==> config.mk <==
export PLATFORM = sky130hd
export DESIGN_NAME = instr_prefetch_flat
export DESIGN_NICKNAME = d
export VERILOG_FILES = /design/src/rtl/instr_prefetch_pkg.sv /design/src/rtl/instr_prefetch_if.sv /design/src/rtl/instr_prefetch_fifo.sv /design/src/rtl/instr_prefetch.sv /design/src/flat_wrapper.sv
export SDC_FILE = /design/constraint.sdc
export NUM_CORES = 1
export LEC_CHECK = 0
export CORE_ASPECT_RATIO = 0.7
export CORE_MARGIN = 5
export CORE_UTILIZATION = 54
export CTS_CLUSTER_SIZE = 20
export DETAILED_ROUTE_END_ITERATION = 16
export PLACE_DENSITY = 0.83
export SLEW_MARGIN = 20
export SYNTH_ARGS = -nofsm -noshare
export SYNTH_HDL_FRONTEND = slang
export SYNTH_SLANG_ARGS = --single-unit
export TNS_END_PERCENT = 100
==> constraint.sdc <==
create_clock -name clock -period 9.95 [get_ports clock]
set_input_delay 1.99 -clock clock [delete_from_list [all_inputs] [get_ports clock]]
set_output_delay 1.99 -clock clock [all_outputs]
set_load 0.005 [all_outputs]
==> src/rtl/instr_prefetch_pkg.sv <==
// sigma_defs: shared widths, word/address types and prefetch state encoding
package sigma_defs;
  localparam int ADDR_W = 17;
  localparam int WORD_W = 32;
  localparam logic [ADDR_W-1:0] RESET_ADDR_DEF = '0;
  typedef logic [15:31] addr_t;
  typedef logic [0:31] word_t;
  typedef enum logic [1:0] {IDLE = 2'd0, FETCH = 2'd1, WAIT = 2'd2} pf_state_e;
endpackage

==> src/rtl/instr_prefetch_if.sv <==
// instr_prefetch_if: memory, CPU and redirect signals of the prefetch stage
interface instr_prefetch_if;
  import sigma_defs::*;
  logic redirect;
  addr_t redirect_addr;
  addr_t mem_address;
  logic mem_read;
  logic mem_ready;
  word_t mem_data;
  logic instr_valid;
  word_t instr;
  addr_t instr_addr;
  logic instr_ready;
  modport master (
    input redirect, redirect_addr, mem_ready, mem_data, instr_ready,
    output mem_address, mem_read, instr_valid, instr, instr_addr
  );
  modport slave (
    output redirect, redirect_addr, mem_ready, mem_data, instr_ready,
    input mem_address, mem_read, instr_valid, instr, instr_addr
  );
endinterface

==> src/rtl/instr_prefetch_fifo.sv <==
// sync_fifo: power-of-two FIFO with flush, occupancy count and register-driven head
module sync_fifo #(
  parameter int W = 32,
  parameter int DEPTH = 4,
  localparam int AW = $clog2(DEPTH),
  localparam int CW = AW + 1
) (
  input  logic          clock,
  input  logic          reset,
  input  logic          flush,
  input  logic          push,
  input  logic          pop,
  input  logic [W-1:0]  din,
  output logic [W-1:0]  head,
  output logic [CW-1:0] count
);
  logic [W-1:0] mem_q [DEPTH];
  logic [W-1:0] mem_d [DEPTH];
  logic [AW-1:0] wr_q, wr_d, rd_q, rd_d;
  logic [CW-1:0] count_q, count_d;
  always_comb begin
    mem_d = mem_q;
    if (push) mem_d[wr_q] = din;
    wr_d = flush ? '0 : wr_q + AW'(push);
    rd_d = flush ? '0 : rd_q + AW'(pop);
    count_d = flush ? '0 : count_q + CW'(push) - CW'(pop);
  end
  always_ff @(posedge clock) mem_q <= mem_d;
  always_ff @(posedge clock) begin
    if (reset) begin
      wr_q <= '0;
      rd_q <= '0;
      count_q <= '0;
    end else begin
      wr_q <= wr_d;
      rd_q <= rd_d;
      count_q <= count_d;
    end
  end
  assign head = mem_q[rd_q];
  assign count = count_q;
endmodule

==> src/rtl/instr_prefetch.sv <==
// instr_prefetch: sequential word fetch into a FIFO, CPU handshake, redirect flush
module instr_prefetch import sigma_defs::*; #(
  parameter int DEPTH = 4,
  parameter addr_t RESET_ADDR = RESET_ADDR_DEF
) (
  input logic clock,
  input logic reset,
  instr_prefetch_if.master bus
);
  localparam int CW = $clog2(DEPTH) + 1;
  pf_state_e state_q, state_d;
  addr_t pc_q, pc_d;
  logic rd, push, pop, full;
  logic [CW-1:0] count;
  logic [ADDR_W+WORD_W-1:0] head;
  sync_fifo #(.W(ADDR_W + WORD_W), .DEPTH(DEPTH)) u_fifo (
    .clock(clock),
    .reset(reset),
    .flush(bus.redirect),
    .push(push),
    .pop(pop),
    .din({pc_q, bus.mem_data}),
    .head(head),
    .count(count)
  );
  assign full = count == CW'(DEPTH);
  assign push = rd && bus.mem_ready;
  assign pop = bus.instr_valid && bus.instr_ready;
  assign bus.instr_valid = count != '0;
  assign {bus.instr_addr, bus.instr} = head;
  assign bus.mem_address = pc_q;
  assign bus.mem_read = rd;
  // Full blocks the request even when a pop frees a slot this cycle.
  always_comb begin
    state_d = state_q;
    pc_d = pc_q;
    rd = 1'b0;
    case (state_q)
      IDLE:    state_d = FETCH;
      FETCH:   rd = !full && !bus.redirect;
      WAIT:    rd = !bus.redirect;
      default: state_d = IDLE;
    endcase
    if (rd) begin
      pc_d = bus.mem_ready ? pc_q + addr_t'(1) : pc_q;
      state_d = bus.mem_ready ? FETCH : WAIT;
    end
    if (bus.redirect) begin
      pc_d = bus.redirect_addr;
      state_d = FETCH;
    end
  end
  always_ff @(posedge clock) begin
    if (reset) begin
      state_q <= IDLE;
      pc_q <= RESET_ADDR;
    end else begin
      state_q <= state_d;
      pc_q <= pc_d;
    end
  end
endmodule
==> src/flat_wrapper.sv <==
// flat-port wrapper written by rule: the top's interface ports become plain ports
module instr_prefetch_flat import sigma_defs::*;
#(
  parameter int DEPTH = 4,
  parameter addr_t RESET_ADDR = RESET_ADDR_DEF
)
  (clock, reset, bus_redirect, bus_redirect_addr, bus_mem_ready, bus_mem_data, bus_instr_ready, bus_mem_address, bus_mem_read, bus_instr_valid, bus_instr, bus_instr_addr);
  instr_prefetch_if bus_i ();
  input logic clock;
  input logic reset;
  input wire logic [$bits(bus_i.redirect)-1:0] bus_redirect;
  input wire logic [$bits(bus_i.redirect_addr)-1:0] bus_redirect_addr;
  input wire logic [$bits(bus_i.mem_ready)-1:0] bus_mem_ready;
  input wire logic [$bits(bus_i.mem_data)-1:0] bus_mem_data;
  input wire logic [$bits(bus_i.instr_ready)-1:0] bus_instr_ready;
  output wire logic [$bits(bus_i.mem_address)-1:0] bus_mem_address;
  output wire logic [$bits(bus_i.mem_read)-1:0] bus_mem_read;
  output wire logic [$bits(bus_i.instr_valid)-1:0] bus_instr_valid;
  output wire logic [$bits(bus_i.instr)-1:0] bus_instr;
  output wire logic [$bits(bus_i.instr_addr)-1:0] bus_instr_addr;
  assign bus_i.redirect = bus_redirect;
  assign bus_i.redirect_addr = bus_redirect_addr;
  assign bus_i.mem_ready = bus_mem_ready;
  assign bus_i.mem_data = bus_mem_data;
  assign bus_i.instr_ready = bus_instr_ready;
  assign bus_mem_address = bus_i.mem_address;
  assign bus_mem_read = bus_i.mem_read;
  assign bus_instr_valid = bus_i.instr_valid;
  assign bus_instr = bus_i.instr;
  assign bus_instr_addr = bus_i.instr_addr;
  instr_prefetch #(.DEPTH(DEPTH), .RESET_ADDR(RESET_ADDR)) u_core (.clock(clock), .reset(reset), .bus(bus_i));
endmodule
==> results <==
- The flow ran to the end, and the final reports show no timing, DRC or antenna violations.
- After detailed routing, the average wire length per cell comes to between 20 and 25 um.
- The reported leakage power is roughly 3.4 nW.
- The fraction of met1 tracks used by global routing is approximately a quarter.
- The smallest clock period supported by the final layout is computed as a little over 6000 ps.
- Counting the fill cells in the layout gives roughly 950.
- The mean area per synthesized cell is 19.6 sq um.
- The type of element capturing the critical path is a primary output.
- During placement, the flow inserted port buffers numbering 121.
- The worst vdd rail ir drop is between 0.09 and 0.1 mV.
- The proportion of power drawn by combinational gates is 4.7%.
- In this run the number of H-tree levels came out at 1.
- The number of distinct library cells after synthesis is 43.
- The clock network is responsible for roughly 41% of the overall power.
- Synthesis inferred between 200 and 250 register bits.
- Based on the critical path, the design can be clocked at up to 162 MHz.
- The number of synthesis warnings is 0.
- The worst relative slew slack is around a third.
- The count of unresolved DRC violations after routing is 0.
- The top-area cell type share of the netlist area is between 60% and 70%.
- The summed negative setup slack over all endpoints is 0 ps.
- Global routing used between 30 and 40% of the available met2 tracks.
- Internal power comes to about 1.6 mW.
- The post-CTS resize count is 0.
- The detail-routed via count per cell is around 6.0.
- The total of hold buffers inserted after clock tree synthesis is 0.
- Setup violations remaining at the end of the flow were counted as 0.
- The number of cells produced by synthesis is ~440.
- The area added between synthesis and finish is 25.2%.
- The switching power summed over all nets is about 370 uW.
- Yosys mapped a number of flops with a built-in enable equal to approximately 200.
- The number of buffers created by CTS is 21.
- In this run, flip-flops and latches consume roughly 54% of the power.
- The biggest area consumer among synthesized cells is sky130_fd_sc_hd__edfxtp_1.
- The number of hold violations in the final report was 0.
- The number of top-level pins is approximately 120.
- The via count of the first global-routing pass is approximately 4900.
- Once detailed placement completed, the half-perimeter wirelength came to between 10 and 15 mm.
- The transition at the pin with the smallest max-transition slack is around 1000 ps.
- The type of the worst setup path is input port to primary output.
- In the global route stage, overall resource usage came out at between 10% and 20%.
- Counting every net in the synthesized netlist gives 500.
- The worst setup path is launched from an input port.
- The worst hold path passes through 2 cells.
- The maximum number of pins on one net before global-route repair is 51.
- After the last flow step, the layout net total stands at 630.
- The max-cap violation count is 0.
- The data required time of the worst path is roughly 8000 ps.
- The detailed router placed about 4700 vias in this run.
- Yosys attributes the largest share of cell area to sky130_fd_sc_hd__edfxtp_1, sky130_fd_sc_hd__mux4_2, sky130_fd_sc_hd__dfxtp_1.
- The core area is roughly 16000 sq um.
- The worst reg2reg path depth is 14.
- For this run, global-route usage on met3 was measured as 4.73%.
- The later pin in the worst-skew pair is clocked with a latency of around 500 ps.
- The cell area that synthesis handed to floorplanning was between 8000 and 9000 sq um.
- After clock tree synthesis, the clock-pin slew on the worst setup and hold paths is approximately 60 ps.
- The die boundary width is between 150 and 200 um.
- In the layout the commonest cells are sky130_fd_sc_hd__edfxtp_1, sky130_fd_sc_hd__clkdlybuf4s50_1, sky130_fd_sc_hd__mux4_2, sky130_fd_sc_hd__dfxtp_1, sky130_fd_sc_hd__nor2_1.
- The tightest min-delay check is of the register to register type.
- The number of detailed-routing iterations run before antenna repair is 5.
- The final period utilization is 62.0%.
- The post-placement cell count is 743.
- The detailed-route wire length is between 15 and 20 mm.
- The overall die area is ~19000 sq um.
- The sequential-to-total area share from yosys stat is around 75%.
- Cells with a size suffix above 1 make up 17.1% of the layout.
- The clock skew after layout is ~6.4 ps.
- In this run the worst path has a maximum fanout of 26.
- In this run the core area contains 38 standard-cell rows.
- The wire length of the first global-routing pass is between 20 and 30 mm.
- The power density relative to cell area is approximately 180 nW/um^2.
- The starting DRC count in detailed routing is approximately 410.
- The net switching share of the total power is between 10% and 20%.
- The total overflow left after global routing is 0.
- Cells fill between 60 and 70% of the core in the end.
- The detail route stage leaves a number of antenna-violating nets equal to 0.
- Setup repair after global routing left no endpoint under its margin.
- CTS placed an instance of sky130_fd_sc_hd__clkbuf_16 at the clock tree root.
- Counting every sink on the clock net gives about 220.
- The data arrival at the endpoint of the critical path is ~4200 ps.
- The initial utilization of the core area, before any placement, comes to 55.2%.
- The number of antenna violations at the first check in global routing came to 0.
- For this run, asynchronously set or reset flops after synthesis account for 0%.
- The most common cell after layout, fill and taps aside is sky130_fd_sc_hd__edfxtp_1.
- The clock passes through at most 3 buffers.
- The number of antenna diodes in the final layout is 0.
- Among all flip-flop cells after synthesis, the most frequent one is sky130_fd_sc_hd__edfxtp_1.
- The post-CTS setup buffer count is 0.
- The max-slew violation count is 0.
- TritonCTS built the clock tree.
- For this run, the number of standard cells in the final layout without fillers is 780.
- Routability-driven placement finished with a final weighted congestion of ~0.79.
- From bottom edge to top edge, the die measures between 100 and 150 um.
- Hold is met by 542 ps.
- The most utilized layer in the global route result is met2.
-- registers in the layout (all words and copies together) (netlist names) --
register,cells
u_core.u_fifo.count,3
u_core.u_fifo.wr_q,2
u_core.bus.mem_address,17
u_core.u_fifo.mem_q,196
u_core.u_fifo.rd_q,2
u_core.state_q,2
-- synth_stat cells (7+ instances only) --
cell                       number
sky130_fd_sc_hd__a211oi_1       8
sky130_fd_sc_hd__clkbuf_1      14
sky130_fd_sc_hd__dfxtp_1       26
sky130_fd_sc_hd__edfxtp_1     196
sky130_fd_sc_hd__ha_1           8
sky130_fd_sc_hd__inv_1         11
sky130_fd_sc_hd__mux4_2        49
sky130_fd_sc_hd__nand2_1        9
sky130_fd_sc_hd__nor2_1        23
sky130_fd_sc_hd__nor3_1         9
sky130_fd_sc_hd__nor4_1         7
sky130_fd_sc_hd__xnor2_1        9
-- logic make-up (layout without fill, tap and decap cells) --
group,after synthesis,count (layout),share of synthesized area (%)
buf+inv,33,176,1.53
simple gates,84,84,5.73
xor+xnor,11,11,1.12
compound gates,29,29,2.77
mux,49,49,12.9
flops,222,222,74.6
fa+ha+maj,9,9,1.40
-- power by group through the flow --
| stage | Combinational, mW | Clock, mW | Sequential (mW) |
|---|---|---|---|
| 2_1_floorplan | 0.0338 | 0 | 1.06 |
| 3_3_place_gp | 0.0856 | 0 | 1.06 |
| 3_5_place_dp | 0.0890 | 0 | 1.06 |
| 4_1_cts | 0.0898 | 0.814 | 1.04 |
| 5_1_grt | 0.0977 | 0.857 | 1.04 |
| 6_report | 0.0907 | 0.798 | 1.04 |
-- critical path, cell delays in order --
cell	delay, ps
sky130_fd_sc_hd__clkdlybuf4s50_1	460
sky130_fd_sc_hd__buf_4	280
sky130_fd_sc_hd__clkinv_1	620
sky130_fd_sc_hd__nand2_1	300
sky130_fd_sc_hd__nor2_1	70
sky130_fd_sc_hd__clkdlybuf4s50_1	460
-- area by class of cell --
type	count	area [sq um]	area share, %
sequential	222	6410	59.6
multi-input combinational	182	2070	19.3
timing repair buffer	128	1280	11.9
clock buffer	29	576	5.35
tap	200	250	2.33
clock inverter	7	114	1.06
inverter	12	45.0	0.419
-- through the flow --
| stage | cell area, sq um | total power, mW | setup WS [ps] |
|---|---|---|---|
| 2_1_floorplan | 8590 | 1.09 | 1820 |
| 4_1_cts | 10700 | 1.94 | 3810 |
| 5_1_grt | 10700 | 2.00 | 3610 |
| 3_5_place_dp | 10000 | 1.15 | 3810 |
| 3_3_place_gp | 10000 | 1.14 | 3910 |
| 6_report | 10700 | 1.93 | 3780 |
-- final timing paths --
kind,end,startpoint,slack (ps)
min reg2reg,u_core.state_q[1],u_core.state_q[1],540
max,bus_mem_read,bus_redirect,3780
min,u_core.state_q[1],u_core.state_q[1],540
max reg2reg,u_core.u_fifo.count[2],u_core.state_q[0],6820
-- layer usage --
| layer | share of wire [%] | wire [um] |
|---|---|---|
| met1 | 44 | 7480 |
| met2 | 47 | 8030 |
| met3 | 8.0 | 1370 |
| met4 | 1.7 | 293 |
| met5 | 0 | 0 |
(Power assumes the default switching activity.)
